## src/rtl/ex_shift_alu_stage.sv

```systemverilog
// Execute stage: ALU/shift datapath feeding a two-entry valid/ready
// skid buffer (main register drives out_*, skid register absorbs one op
// while downstream stalls). in_ready is a pure flop output.
//
// Handshake: a transfer happens on a rising edge when valid and ready are
// both high; valid/data hold stable until accepted, and ready never
// depends combinationally on valid on the same side.

// Logical right shifter (reused SRL block).
module lsr16 (
  input  logic [15:0] a,
  input  logic [3:0]  sh,
  output logic [15:0] y
);
  // Four-stage logarithmic barrel shift, zero fill.
  always_comb begin
    y = a;
    if (sh[0]) y = {1'b0, y[15:1]};
    if (sh[1]) y = {2'b0, y[15:2]};
    if (sh[2]) y = {4'b0, y[15:4]};
    if (sh[3]) y = {8'b0, y[15:8]};
  end
endmodule

module ex_shift_alu_stage #(
  parameter int DATA_W  = 16,
  parameter int SHAMT_W = 4
) (
  input  logic              clk,
  input  logic              rst,
  input  logic              flush,
  input  logic              in_valid,
  output logic              in_ready,
  input  logic [3:0]        in_op,
  input  logic [DATA_W-1:0] in_a,
  input  logic [DATA_W-1:0] in_b,
  input  logic [2:0]        in_rd,
  input  logic              in_wr_en,
  output logic              out_valid,
  input  logic              out_ready,
  output logic [DATA_W-1:0] out_result,
  output logic [2:0]        out_rd,
  output logic              out_wr_en,
  output logic              out_zero,
  output logic              out_ovf
);

  typedef struct packed {
    logic [DATA_W-1:0] result;
    logic [2:0]        rd;
    logic              wr_en;
    logic              zero;
    logic              ovf;
  } entry_t;

  logic [SHAMT_W-1:0]  shamt;
  logic [DATA_W:0]     sum_w;
  logic [DATA_W-1:0]   diff_w;
  logic [2*DATA_W-1:0] rol_w;
  logic [2*DATA_W-1:0] ror_w;
  logic [DATA_W-1:0]   srl_w;
  logic [DATA_W-1:0]   res_c;
  logic                ovf_c;
  entry_t              new_e;

  entry_t main_q, main_d;
  entry_t skid_q, skid_d;
  logic   main_valid_q, main_valid_d;
  logic   skid_valid_q, skid_valid_d;
  logic   accept, pop;

  assign shamt = in_b[SHAMT_W-1:0];

  lsr16 u_srl (
    .a  (in_a),
    .sh (shamt),
    .y  (srl_w)
  );

  // ALU / shifter result and flags for the op being presented.
  always_comb begin
    sum_w  = {1'b0, in_a} + {1'b0, in_b};
    diff_w = in_a - in_b;
    // Rotates via a doubled operand so amount 0 falls out naturally.
    rol_w  = {in_a, in_a} << shamt;
    ror_w  = {in_a, in_a} >> shamt;
    res_c  = '0;
    ovf_c  = 1'b0;
    case (in_op)
      4'd0: begin
        res_c = sum_w[DATA_W-1:0];
        ovf_c = (in_a[DATA_W-1] == in_b[DATA_W-1]) &&
                (sum_w[DATA_W-1] != in_a[DATA_W-1]);
      end
      4'd1: begin
        res_c = diff_w;
        ovf_c = (in_a[DATA_W-1] != in_b[DATA_W-1]) &&
                (diff_w[DATA_W-1] != in_a[DATA_W-1]);
      end
      4'd2:  res_c = in_a & in_b;
      4'd3:  res_c = in_a | in_b;
      4'd4:  res_c = in_a ^ in_b;
      4'd5:  res_c = in_a & ~in_b;
      4'd6:  res_c = rol_w[2*DATA_W-1:DATA_W];
      4'd7:  res_c = in_a << shamt;
      4'd8:  res_c = ror_w[DATA_W-1:0];
      4'd9:  res_c = srl_w;
      4'd10: res_c = $signed(in_a) >>> shamt;
      4'd11: res_c = in_b;
      4'd12: res_c = {{(DATA_W-1){1'b0}}, (in_a == in_b)};
      4'd13: res_c = {{(DATA_W-1){1'b0}}, ($signed(in_a) < $signed(in_b))};
      4'd14: res_c = {{(DATA_W-1){1'b0}}, ($signed(in_a) <= $signed(in_b))};
      default: res_c = {{(DATA_W-1){1'b0}}, sum_w[DATA_W]};
    endcase
    new_e.result = res_c;
    new_e.rd     = in_rd;
    new_e.wr_en  = in_wr_en;
    new_e.zero   = (res_c == '0);
    new_e.ovf    = ovf_c;
  end

  assign in_ready = ~skid_valid_q;
  assign accept   = in_valid & in_ready & ~flush;
  assign pop      = main_valid_q & out_ready;

  // Next-state for main/skid entries; skid always drains ahead of new ops.
  always_comb begin
    main_d       = main_q;
    skid_d       = skid_q;
    main_valid_d = main_valid_q;
    skid_valid_d = skid_valid_q;
    if (flush) begin
      main_valid_d = 1'b0;
      skid_valid_d = 1'b0;
    end else if (!main_valid_q || pop) begin
      if (skid_valid_q) begin
        main_d       = skid_q;
        main_valid_d = 1'b1;
        skid_valid_d = accept;
        if (accept) skid_d = new_e;
      end else begin
        main_valid_d = accept;
        if (accept) main_d = new_e;
      end
    end else if (accept) begin
      skid_d       = new_e;
      skid_valid_d = 1'b1;
    end
  end

  // Entry registers with synchronous reset.
  always_ff @(posedge clk) begin
    if (rst) begin
      main_q       <= '0;
      skid_q       <= '0;
      main_valid_q <= 1'b0;
      skid_valid_q <= 1'b0;
    end else begin
      main_q       <= main_d;
      skid_q       <= skid_d;
      main_valid_q <= main_valid_d;
      skid_valid_q <= skid_valid_d;
    end
  end

  assign out_valid  = main_valid_q;
  assign out_result = main_q.result;
  assign out_rd     = main_q.rd;
  assign out_wr_en  = main_q.wr_en;
  assign out_zero   = main_q.zero;
  assign out_ovf    = main_q.ovf;

endmodule

```

## config.mk

```make
export PLATFORM = sky130hd
export DESIGN_NAME = ex_shift_alu_stage
export DESIGN_NICKNAME = d
export VERILOG_FILES = /design/src/rtl/ex_shift_alu_stage.sv
export SDC_FILE = /design/constraint.sdc
export NUM_CORES = 1
export LEC_CHECK = 0
export ABC_CLOCK_PERIOD_IN_PS = 4400
export BUFFER_PORTS_ARGS = -buffer_cell sky130_fd_sc_hd__buf_2
export CORE_MARGIN = 2
export CORE_UTILIZATION = 63
export CTS_CLUSTER_SIZE = 28
export DETAILED_ROUTE_END_ITERATION = 8
export GPL_TIMING_DRIVEN = 0
export PLACE_DENSITY = 0.89
export SLEW_MARGIN = 10
export SYNTH_ARGS = -nofsm -noshare
export SYNTH_HDL_FRONTEND = slang
export SYNTH_HIERARCHICAL = 1
export SYNTH_SLANG_ARGS = --single-unit
```

## constraint.sdc

```tcl
create_clock -name clk -period 4.4 [get_ports clk]
set_clock_uncertainty 0.2 [all_clocks]
set_input_delay 0.44 -clock clk [delete_from_list [all_inputs] [get_ports clk]]
set_output_delay 0.44 -clock clk [all_outputs]
set_load 0.03 [all_outputs]
```

Yosys cells after proc, flatten, opt, wreduce, memory -nomap -nowiden

Index checks and enable logic that the tools add are counted.
Widths: inputs -> output; s select.

Register bits after elaboration: 46
Bits of input ports: 45
Output and inout port bits: 24
Word-level logic and storage cells: 76

Add/subtract/negate cells: 2
Order comparisons: 2
Eq/ne operators: 20
Shift operators: 4
Mux-type cells: 15
Bitwise gates (word level): 10
Reduce and logical (&&, ||, !) cells: 11

Operators by type and width:

| kind               | count |
|---|---|
| $pmux 16 s15       | 1 |
| $mux 22            | 5 |
| $mux 16            | 4 |
| $and 16x16->16     | 2 |
| $shl 32x4->32      | 1 |
| $shr 32x4->16      | 1 |
| $eq 4x4->1 const B | 7 |
| $add 16x16->17     | 1 |
| $eq 16x16->1       | 1 |
| $eq 4x3->1 const B | 4 |
| $le 16x16->1       | 1 |
| $logic_not 16->1   | 1 |
| $lt 16x16->1       | 1 |
| $not 16->16        | 1 |
| $or 16x16->16      | 1 |
| $shl 16x4->16      | 1 |
| $sshr 16x4->16     | 1 |
| $sub 16x16->16     | 1 |
| $xor 16x16->16     | 1 |
| $eq 4x2->1 const B | 2 |
| $eq 4x1->1 const B | 1 |
| $logic_not 4->1    | 1 |
| $mux 1             | 4 |
| $reduce_bool 2->1  | 2 |
| 12 further kinds   | 18 |

Depth between registers and ports, before layout

Gate-level depths: netlist of the first run.

Depth in word-level cells: 9
Gate-level depth with buffers: 14
Gate-level depth less buffers: 12

Cells and area by module

The synthesis of the first run kept the hierarchy.

By module, submodules not included:

| module             | instances | cells each | area an instance (um^2) | seq. area each (um^2) |
|---|---|---|---|---|
| ex_shift_alu_stage | 1         | 995        | 7074.3                  | 920.9 |
| lsr16              | 1         | 70         | 714.4                   | 0.0 |

Worst setup path after synthesis of the first run

OpenSTA, ideal clock, no wires.

Kind: in2reg
Start point: input in_b[2]
End point: register main_q (netlist bit out_result[15])
Library setup time: 0.116 ns
Data arrival time: 3.327 ns
Data required time: 4.084 ns
Path slack: 0.756 ns
Stages on the path: 13
Path buffers: 2
Cells stage by stage: buf_2 -> inv_1 -> buf_2 -> ha_1 -> inv_1 -> o21ai_0 -> a41oi_1 -> o311ai_1 -> o31ai_1 -> a221o_1 -> a21oi_1 -> a2111oi_0 -> a31o_2

Word-level cells in the longest chain between the ends: 5
Elaborated cells between the ends (all ways): 11
Those cells by class: 2 x add/sub; 4 x shift; 5 x mux

RTL lines:

| item                                                                   | line | text |
|---|---|---|
| from (decl)                                                            | 36   | `input logic [DATA_W-1:0] in_b,` |
| parallel branches: the longest is 2 deep, another holds $sub 16x16->16 | --   |  |
| $pmux 16 s15 *                                                         | 89   | `case (in_op)` |
| $mux 22 *                                                              | 143  | `if (accept) main_d = new_e;` |
| $mux 22 *                                                              | 136  | `if (skid_valid_q) begin` |
| to (signal assigned)                                                   | 159  | `main_q <= main_d;` |
| to (decl)                                                              | 66   | `entry_t main_q, main_d;` |

Mark *: on every way between the ends. The select of a mux whose other input is x is not followed.
A chain may end at the register's enable or synchronous reset.

Worst setup path after layout of the first run

Start point: input in_b[2]
End point: register main_q (netlist bit out_zero)

Word-level cells in the longest chain between the ends: 6
Elaborated cells between the ends (all ways): 20
Those cells by class: 2 x add/sub; 2 x order compare; 1 x eq/ne; 4 x shift; 5 x mux; 5 x bitwise; 1 x reduce/logical

RTL lines:

| item                                                                   | line | text |
|---|---|---|
| parallel branches: the longest is 2 deep, another holds $add 16x16->17 | --   |  |
| $pmux 16 s15 *                                                         | 89   |  |
| $logic_not 16->1 *                                                     | 118  | `new_e.zero = (res_c == '0);` |
| $mux 22 *                                                              | 143  |  |
| $mux 22 *                                                              | 136  |  |

Marks and branches as above.

==> impl_results.md, run 1 <==
- Status: complete, but fails checks
- Failing checks: negative setup slack
- FF+latch count, synth: 46
- Syn Inst Count: 1065
- Port buffer count: 66
- GR peak layer: met2
- Seq/Total Area, Yosys: 11.8%
- Slew Viols, Final: 0
- H-tree depth: 2
- Post-synth cell types: 89
- Die Width: 115 um
- Layout cells sized above 1: 13.5%
- Count leader, synth: nor2_1
- Post-synth EDFFs: 0
- TritonCTS clock tree: built
- Final Hold Vio Count: 0
- GR Overflow Total: 0
- Synth top area cells: dfxtp_1, ha_1, mux2i_1, nor2_1, a21oi_1
- Ys Warns: 6
- Vias in the first global route: 8576
- # setup viols final: 2
- Final TNS setup: -101 ps
- Async set-reset flop share out of synthesis: 0%
- Routed len/inst: 25.0 um
- Syn nets: 1161
- Max Clk Rate: 225 MHz
- Layout Cells excl Fill: 1307
- Dominant cell type by area after synthesis: dfxtp_1
- I/O pins: 69
- Post-synth top area share: 11.8%
- Routed via count: 9707
- Initial antenna violation count: 0
- Net Switching: 0.000769 W
- Worst slew margin: 10.3%
- Max FO, Critical Path: 10
- CP arrival: 4480 ps
- Clock Latency Late Sink: 290 ps
- Proportion of power drawn by combinational gates: 50.9%
- GR met1 Demand/Resource: 65.8%
- DRT iter0 DRCs: 1703
- Clock Power Share: 24.4%
- Met2 usage in global routing: 72.5%
- Fin crit share: 101%
- Req. time, crit path: 4430 ps
- Mapped Area: 7790 um2
- Seq pwr share: 24.6%
- Largest net degree at the start of global routing: 17
- Final Util: 70.7%
- Static Leakage: 3.42 nW
- Hold buffers post-CTS: 0
- Met3 Use GR: 10.1%
- Internal: 0.00101 W
- Worst vdd ir: 173 uV
- Die height: 115 um
- Clk buf depth: 2
- Antenna fix cells: 0
- Root buffer cell: clkbuf_16
- Clock sinks: 46
- # Post-CTS Setup Buffers: 0
- Die Area: 13300 um2
- # DRC: 0
- Initial Utilization: 64.6%
- Placed instance count: 1300
- Core Area: 12100 um2
- Post-layout power: 0.00178 W
- Filler cell count: 1009
- Hold Crit Class: in -> reg
- Global-route wire length before repair: 49600 um
- Vias/cell: 7.43
- Drt total wl: 32600 um
- Cell Rows: 40
- Setup crit start kind: input pin
- First-pass DRT Iterations: 6
- Area Overhead vs Synth: 9.51%
- GRT Overall Usage: 48.4%
- Detail Placement HPWL: 24700 um
- Power per standard cell area: 209 nW/um2
- Final antenna-violating net count: 0
- Max-cap violations: 0
- Total CTS buffers: 5
- Switching share of total power: 43.2%
- Critical path class: in -> reg
- Top cells by count, synth: nor2_1, nand2_1, a21oi_1
- Global placer's final weighted congestion: 1.17
- Nets@finish: 1234
- RSZ-0062 raised after global routing: false
- Top_reg_cell synth: dfxtp_1
- Setup WS post-layout: -51.0 ps
- Worst-margin pin slew: 1340 ps
- Final min period: 4450 ps
- Synth Area per Inst: 7.31 um2
- Clk slew on worst S/H paths: 70 ps
- Kind of end point of the critical path: register
worst max-delay path, stage by stage:
cell and delay, ps:
buf_2 220, buf_2 260, clkbuf_1 440, nand2_1 420, o221ai_1 490, o22ai_1 140
a2111oi_0 870, o221ai_1 510, nor4_1 290, nand4b_1 190, o21ai_1 170
worst paths after layout:
| kind | endpoint | cells past startpoint | slack (ps) | start |
|---|---|---|---|---|
| worst max-delay path | out_zero$_SDFFE_PP0P_ | 11 | -50 | in_b[2] |
| worst min-delay path | out_valid$_SDFFE_PP0N_ | 2 | 170 | flush |
| worst max register to register | out_result[11]$_SDFFE_PP0P_ | 5 | 2030 | out_valid$_SDFFE_PP0N_ |
| worst min register to register | out_result[5]$_SDFFE_PP0P_ | 2 | 250 | out_result[5]$_SDFFE_PP0P_ |
metrics by stage:
step	setup slack [ps]	instance area (um2)	hold slack [ps]
final	-51.0	8530	174
after global routing	7.17	8530	175
after floorplan	756	7790	236
after detailed placement	-531	8340	244
after global placement	-461	8330	235
after CTS	116	8510	175
placed cells by master, fill, tap and decap left out, drive strengths merged, types with 9 or more instances in the layout:
cell / n
a211o: 10
a211oi: 19
a21o: 13
a21oi: 69
a22oi: 24
a31oi: 10
buf: 92
clkbuf: 64
dfxtp: 46
ha: 49
inv: 52
mux2: 23
mux2i: 42
mux4: 20
nand2: 84
nand2b: 33
nand3: 25
nor2: 103
nor2b: 13
nor3: 42
nor3b: 9
nor4: 11
o211ai: 26
o21ai: 57
o221ai: 9
o22ai: 21
o31ai: 9
or3: 11
xnor2: 9
timing repair:
item | CTS | global route
endpoints found under the setup margin | 4 | 4
resized for setup | 2 | 6
gates cloned | 0 | 0
registers in the layout, summed over array words and instances, names as in the netlist:
register and count:
out_ovf 1, out_rd 3, skid_q 22, out_wr_en 1, out_valid 1, skid_valid_q 1, out_zero 1, out_result 16
final cells by class:
| cell class | count | area, um2 | share of cell area, % |
|---|---|---|---|
| timing repair buffer | 67 | 335 | 3.93 |
| sequential | 46 | 921 | 10.8 |
| tap | 168 | 210 | 2.46 |
| multi-input combinational | 880 | 6310 | 74.0 |
| inverter | 54 | 203 | 2.38 |
| buffer | 84 | 377 | 4.42 |
| clock buffer | 5 | 125 | 1.47 |
| clock inverter | 3 | 43.8 | 0.513 |
power by group through the flow:
stage               logic [W]  registers (W)  clock network (W)
finish               0.000907       0.000439           0.000435
global route         0.000950       0.000440           0.000454
CTS                  0.000855       0.000439           0.000430
detailed placement   0.000848       0.000448                  0
global placement     0.000841       0.000447                  0
floorplan            0.000551       0.000473                  0
metal layers:
metal  part of all wire, %  vias up
met3                    16      192
met1                    36     4362
li1                      -     4198
met5                     0        -
met2                    42      955
met4                   6.4        0
cells by family (layout without fill, tap and decap cells):
| logic type | Yosys count | in the layout | synth area share [%] |
|---|---|---|---|
| AO/OA/AOI/OAI | 349 | 349 | 31.1 |
| buffers and inverters | 139 | 213 | 7.47 |
| AND/OR/NAND/NOR | 384 | 384 | 25.1 |
| flip-flops | 46 | 46 | 11.8 |
| adder cells (fa/ha/maj) | 51 | 51 | 8.39 |
| multiplexers | 85 | 85 | 14.8 |
| XOR/XNOR | 11 | 11 | 1.24 |
No activity file was read; power rests on OpenSTA's default activity.
==> run 2, diff against run 1 <==
--- a/config.mk
+++ b/config.mk
@@ -12,7 +12,7 @@
 export CTS_CLUSTER_SIZE = 28
 export DETAILED_ROUTE_END_ITERATION = 8
 export GPL_TIMING_DRIVEN = 0
-export PLACE_DENSITY = 0.89
+export PLACE_DENSITY = 0.84
 export SLEW_MARGIN = 10
 export SYNTH_ARGS = -nofsm -noshare
 export SYNTH_HDL_FRONTEND = slang
==> impl_results.md, run 2 (synthesized netlist as in run 1, its figures left out) <==
- Status: complete, no violations
- Max-cap violations: 0
- Internal: 0.000987 W
- Routed wl met2: 14200 um
- Layout Cells excl Fill: 1308
- Drt total wl: 33300 um
- CP dominant cell by count: buf_2
- Largest register FFs: 22
- Final min period: 4280 ps
- Vias in the first global route: 8928
- Worst path cell trace: buf_2 > buf_2 > inv_1 > buf_2 > ha_1 > nor3_1 > and2_1 > nor2_1 > o311a_1 > a221o_1 > a221o_1 > nor4_1 > nand4b_1 > o21ai_1
- Req. time, crit path: 4420 ps
- Slew Viols, Final: 0
- Vias/cell: 7.44
- Metal3 WL: 4620 um
- Nets@finish: 1235
- Filler cell count: 1025
- Switching share of total power: 43.8%
- Die height: 115 um
- Seq pwr share: 25.0%
- Commonest non-fill, non-tap cell in the layout: nor2_1
- Setup crit start kind: input pin
- Clock Power Share: 22.8%
- Fin crit share: 97.2%
- Total CTS buffers: 5
- GR Overflow Total: 0
- Area after DPL: 8340 um2
- I/O pins: 69
- Antenna fix cells: 0
- Fin area: 8550 um2
- Static Leakage: 3.42 nW
- H-tree depth: 2
- Cell Rows: 40
- Max Clk Rate: 234 MHz
- Hold buffers post-CTS: 0
- Layout cells sized above 1: 13.9%
- Routed len/inst: 25.5 um
- Highest metal used: met4
- RSZ-0062 raised after global routing: false
- Initial antenna violation count: 0
- Core Area: 12100 um2
- Die Area: 13300 um2
- Routed via count: 9735
- Area Overhead vs Synth: 9.77%
- WL met1: 12100 um
- Most frequent cells in the layout: nor2_1, nand2_1, buf_2, a21oi_1, clkbuf_1
- Power per standard cell area: 205 nW/um2
- Hold Crit Class: in -> reg
- Detail Placement HPWL: 25000 um
- Global placer's final weighted congestion: 1.11
- Final Hold Vio Count: 0
- Register with the most flip-flops: skid_q
- # setup viols final: 0
- Root buffer cell: clkbuf_16
- Largest net degree at the start of global routing: 17
- Worst slew margin: 11.0%
- GRT Overall Usage: 49.6%
- Placed instance count: 1300
- Clock sinks: 46
- CP max stage delay: 410 ps
- Worst-margin pin slew: 1330 ps
- Global-route wire length before repair: 50800 um
- Worst vdd ir: 157 uV
- Initial Utilization: 64.6%
- TritonCTS clock tree: built
- Crit path max-delay cell type: a221o_1
- # DRC: 0
- Clk buf depth: 2
- Net Switching: 0.000768 W
- First-pass DRT Iterations: 7
- Max FO, Critical Path: 11
- Critical path class: in -> reg
- Clk slew on worst S/H paths: 60 ps
- DRT iter0 DRCs: 1832
- Port buffer count: 66
- Proportion of power drawn by combinational gates: 52.2%
- Clock Latency Late Sink: 290 ps
- WHS: 184 ps
- Kind of end point of the critical path: register
- CP arrival: 4290 ps
- Die Width: 115 um
- Final antenna-violating net count: 0
==> run 2: final cells by class <==
class / count / area [um2] / area share, %
Multi-Input combinational cell: 880 / 6330 / 74.0
Sequential cell: 46 / 921 / 10.8
Buffer: 84 / 377 / 4.41
Timing Repair Buffer: 68 / 345 / 4.04
Tap cell: 168 / 210 / 2.46
Inverter: 54 / 206 / 2.41
Clock buffer: 7 / 153 / 1.79
Clock inverter: 1 / 8.76 / 0.102
==> run 2: critical path: cells and delay by family <==
kind	cells	cell delay [ps]
adders and majority gates	1	380
buffers and inverters	4	960
and+or+nand+nor	5	1210
AOI/OAI and AO/OA	4	1290
==> run 2: path summary, 6_finish.rpt <==
| kind | from | to | slack [ps] | depth (start not counted) |
|---|---|---|---|---|
| worst max register to register | skid_valid_q$_SDFFE_PP0P_ | out_result[12]$_SDFFE_PP0P_ | 2030 | 5 |
| worst max-delay path | in_b[2] | skid_q[1]$_SDFFE_PP0P_ | 120 | 14 |
| worst min register to register | out_result[9]$_SDFFE_PP0P_ | out_result[9]$_SDFFE_PP0P_ | 250 | 2 |
| worst min-delay path | flush | out_valid$_SDFFE_PP0N_ | 180 | 2 |
==> run 2: per-layer routing <==
metal / up-vias / global-route usage [%]
met1: 4405 / 64.3
met4: 0 / 28.5
met5: - / 0
met2: 919 / 75.4
li1: 4199 / -
met3: 212 / 11.8
==> run 2: power groups by stage <==
stage / Sequential [W] / Clock, W / Combinational, W
after global routing: 0.000440 / 0.000413 / 0.000958
after detailed placement: 0.000448 / 0 / 0.000855
after floorplan: 0.000473 / 0 / 0.000551
after global placement: 0.000447 / 0 / 0.000843
final: 0.000438 / 0.000401 / 0.000916
after CTS: 0.000438 / 0.000396 / 0.000861
==> run 2: timing repair <==
item | CTS | global route
gates resized for setup | 2 | 9
cloned | 0 | 0
endpoints found under the setup margin | 5 | 10
setup buffers | 0 | 1
pin swaps | 0 | 1
==> run 2: per-stage QoR <==
stage	setup WS, ps	TNS [ps]	power (W)	utilization [%]
after floorplan	756	0	0.00102	-
after global placement	-603	-2540	0.00129	69.1
after detailed placement	-684	-3340	0.00130	69.2
after CTS	112	0	0.00170	70.5
after global routing	93.3	0	0.00181	70.9
final	122	0	0.00176	70.9
==> run 3, diff against run 2 <==
--- a/config.mk
+++ b/config.mk
@@ -6,7 +6,7 @@
 export NUM_CORES = 1
 export LEC_CHECK = 0
 export ABC_CLOCK_PERIOD_IN_PS = 4400
-export BUFFER_PORTS_ARGS = -buffer_cell sky130_fd_sc_hd__buf_2
+export BUFFER_PORTS_ARGS = -buffer_cell sky130_fd_sc_hd__clkbuf_2
 export CORE_MARGIN = 2
 export CORE_UTILIZATION = 63
 export CTS_CLUSTER_SIZE = 28
==> impl_results.md, run 3 (synthesized netlist as in run 1, its figures left out) <==
- Req. time, crit path: 4420 ps
- Fin area: 8560 um2
- Initial antenna violation count: 1
- Initial Utilization: 64.6%
- Commonest non-fill, non-tap cell in the layout: nor2_1
- Worst slew margin: 2.03%
- Clk slew on worst S/H paths: 70 ps
- Max Clk Rate: 234 MHz
- Routed via count: 9768
- CP arrival: 4290 ps
- DRT iter0 DRCs: 1931
- Die Area: 13300 um2
- Max-cap violations: 0
- GR Overflow Total: 0
- Die Width: 115 um
- Worst R2R Setup Slack: 1980 ps
- Port buffer count: 66
- # setup viols final: 0
- I/O pins: 69
- Global-route wire length before repair: 50500 um
- R2R Path Start: skid_valid_q$_SDFFE_PP0P_
- Antenna fix cells: 0
- Reg2Reg Depth: 5
- Area after DPL: 8340 um2
- Largest net degree at the start of global routing: 17
- Routed len/inst: 25.6 um
- # DRC: 0
- Worst vdd ir: 155 uV
- Kind of end point of the critical path: register
- H-tree depth: 2
- Switching share of total power: 43.5%
- Internal: 0.00101 W
- Core Area: 12100 um2
- Static Leakage: 3.42 nW
- Final TNS setup: 0 ps
- Die height: 115 um
- # Post-CTS Setup Buffers: 0
- Clock Latency Late Sink: 290 ps
- Total CTS buffers: 5
- Largest register FFs: 22
- Clk buf depth: 2
- Layout cells sized above 1: 14.0%
- Root buffer cell: clkbuf_16
- Clock Power Share: 24.3%
- Proportion of power drawn by combinational gates: 51.2%
- Status: complete, no violations
- Final antenna-violating net count: 0
- Max FO, Critical Path: 10
- Seq pwr share: 24.5%
- Crit path to: out_zero$_SDFFE_PP0P_
- Detail Placement HPWL: 24900 um
- First-pass DRT Iterations: 7
- Most frequent cells in the layout: nor2_1, nand2_1, a21oi_1, clkbuf_2, clkbuf_1
- Register with the most flip-flops: skid_q
- Worst-margin pin slew: 1460 ps
- Final min period: 4280 ps
- Net Switching: 0.000779 W
- RSZ-0062 raised after global routing: false
- Drt total wl: 33400 um
- RR Endpoint: out_result[8]$_SDFFE_PP0P_
- Power per standard cell area: 209 nW/um2
- Slew Viols, Final: 0
- GRT Overall Usage: 49.6%
- Global placer's final weighted congestion: 1.10
- Final Hold Vio Count: 0
- Cell Rows: 40
- Vias/cell: 7.47
- Setup crit start kind: input pin
- Clock sinks: 46
- TritonCTS clock tree: built
- Area Overhead vs Synth: 9.93%
- Critical path class: in -> reg
- Hold Crit Class: in -> reg
- Worst setup startpoint: in_b[2]
- Fin crit share: 97.2%
- Nets@finish: 1234
- Vias in the first global route: 8810
[run 3: final cells by class]
cell class | count | area, um2
Buffer | 84 | 379
Clock buffer | 5 | 125
Clock inverter | 3 | 43.8
Fill cell | 1000 | 3500
Inverter | 54 | 206
Multi-Input combinational cell | 880 | 6340
Sequential cell | 46 | 921
Tap cell | 168 | 210
Timing Repair Buffer | 67 | 338
[run 3: worst min-delay path by stage]
stage | start | endpoint | cells past startpoint
after global placement | out_result[8]$_SDFFE_PP0P_ | out_result[8]$_SDFFE_PP0P_ | 2
final | in_rd[0] | skid_q[3]$_SDFFE_PP0P_ | 3
after global routing | flush | out_valid$_SDFFE_PP0N_ | 2
after floorplan | skid_q[0]$_SDFFE_PP0P_ | skid_q[0]$_SDFFE_PP0P_ | 2
after detailed placement | out_result[10]$_SDFFE_PP0P_ | out_result[10]$_SDFFE_PP0P_ | 2
after CTS | in_rd[0] | skid_q[3]$_SDFFE_PP0P_ | 3
[run 3: power groups by stage]
| stage | clock, W | combinational [W] | sequential, W |
|---|---|---|---|
| finish | 0.000435 | 0.000918 | 0.000439 |
| global route | 0.000450 | 0.000957 | 0.000440 |
| CTS | 0.000428 | 0.000860 | 0.000439 |
| detailed placement | 0 | 0.000853 | 0.000448 |
| global placement | 0 | 0.000845 | 0.000447 |
| floorplan | 0 | 0.000551 | 0.000473 |
[run 3: per-stage QoR]
step                hold WS [ps]  setup WS (ps)  total power (W)  util (%)  cells
finish                       190            125          0.00179      71.0   1307
global route                 203           15.1          0.00185      71.0   1307
CTS                          197           86.6          0.00173      70.6   1307
detailed placement           246           -653          0.00130      69.2   1300
global placement             238           -667          0.00129      69.1   1299
floorplan                    236            756          0.00102         -   1065
[run 3: repair_timing]
action	4_1_cts	5_1_grt
hold buffers	0	0
resized for setup	2	11
pin swaps	0	1
setup endpoints to repair	5	7
[run 3: critical path: stages]
cell	delay, ps
clkbuf_2	260
buf_2	270
clkbuf_1	450
nand2_1	420
o221ai_1	480
o22ai_1	170
a2111oi_0	710
o221ai_1	430
nor4_1	270
nand4b_1	180
o21ai_1	200
[run 3: routing by layer]
metal	wire length, um	GRT usage [%]
met1	12100	64.8
met2	14000	74.0
met3	4740	11.5
met4	2570	30.4
met5	0	0
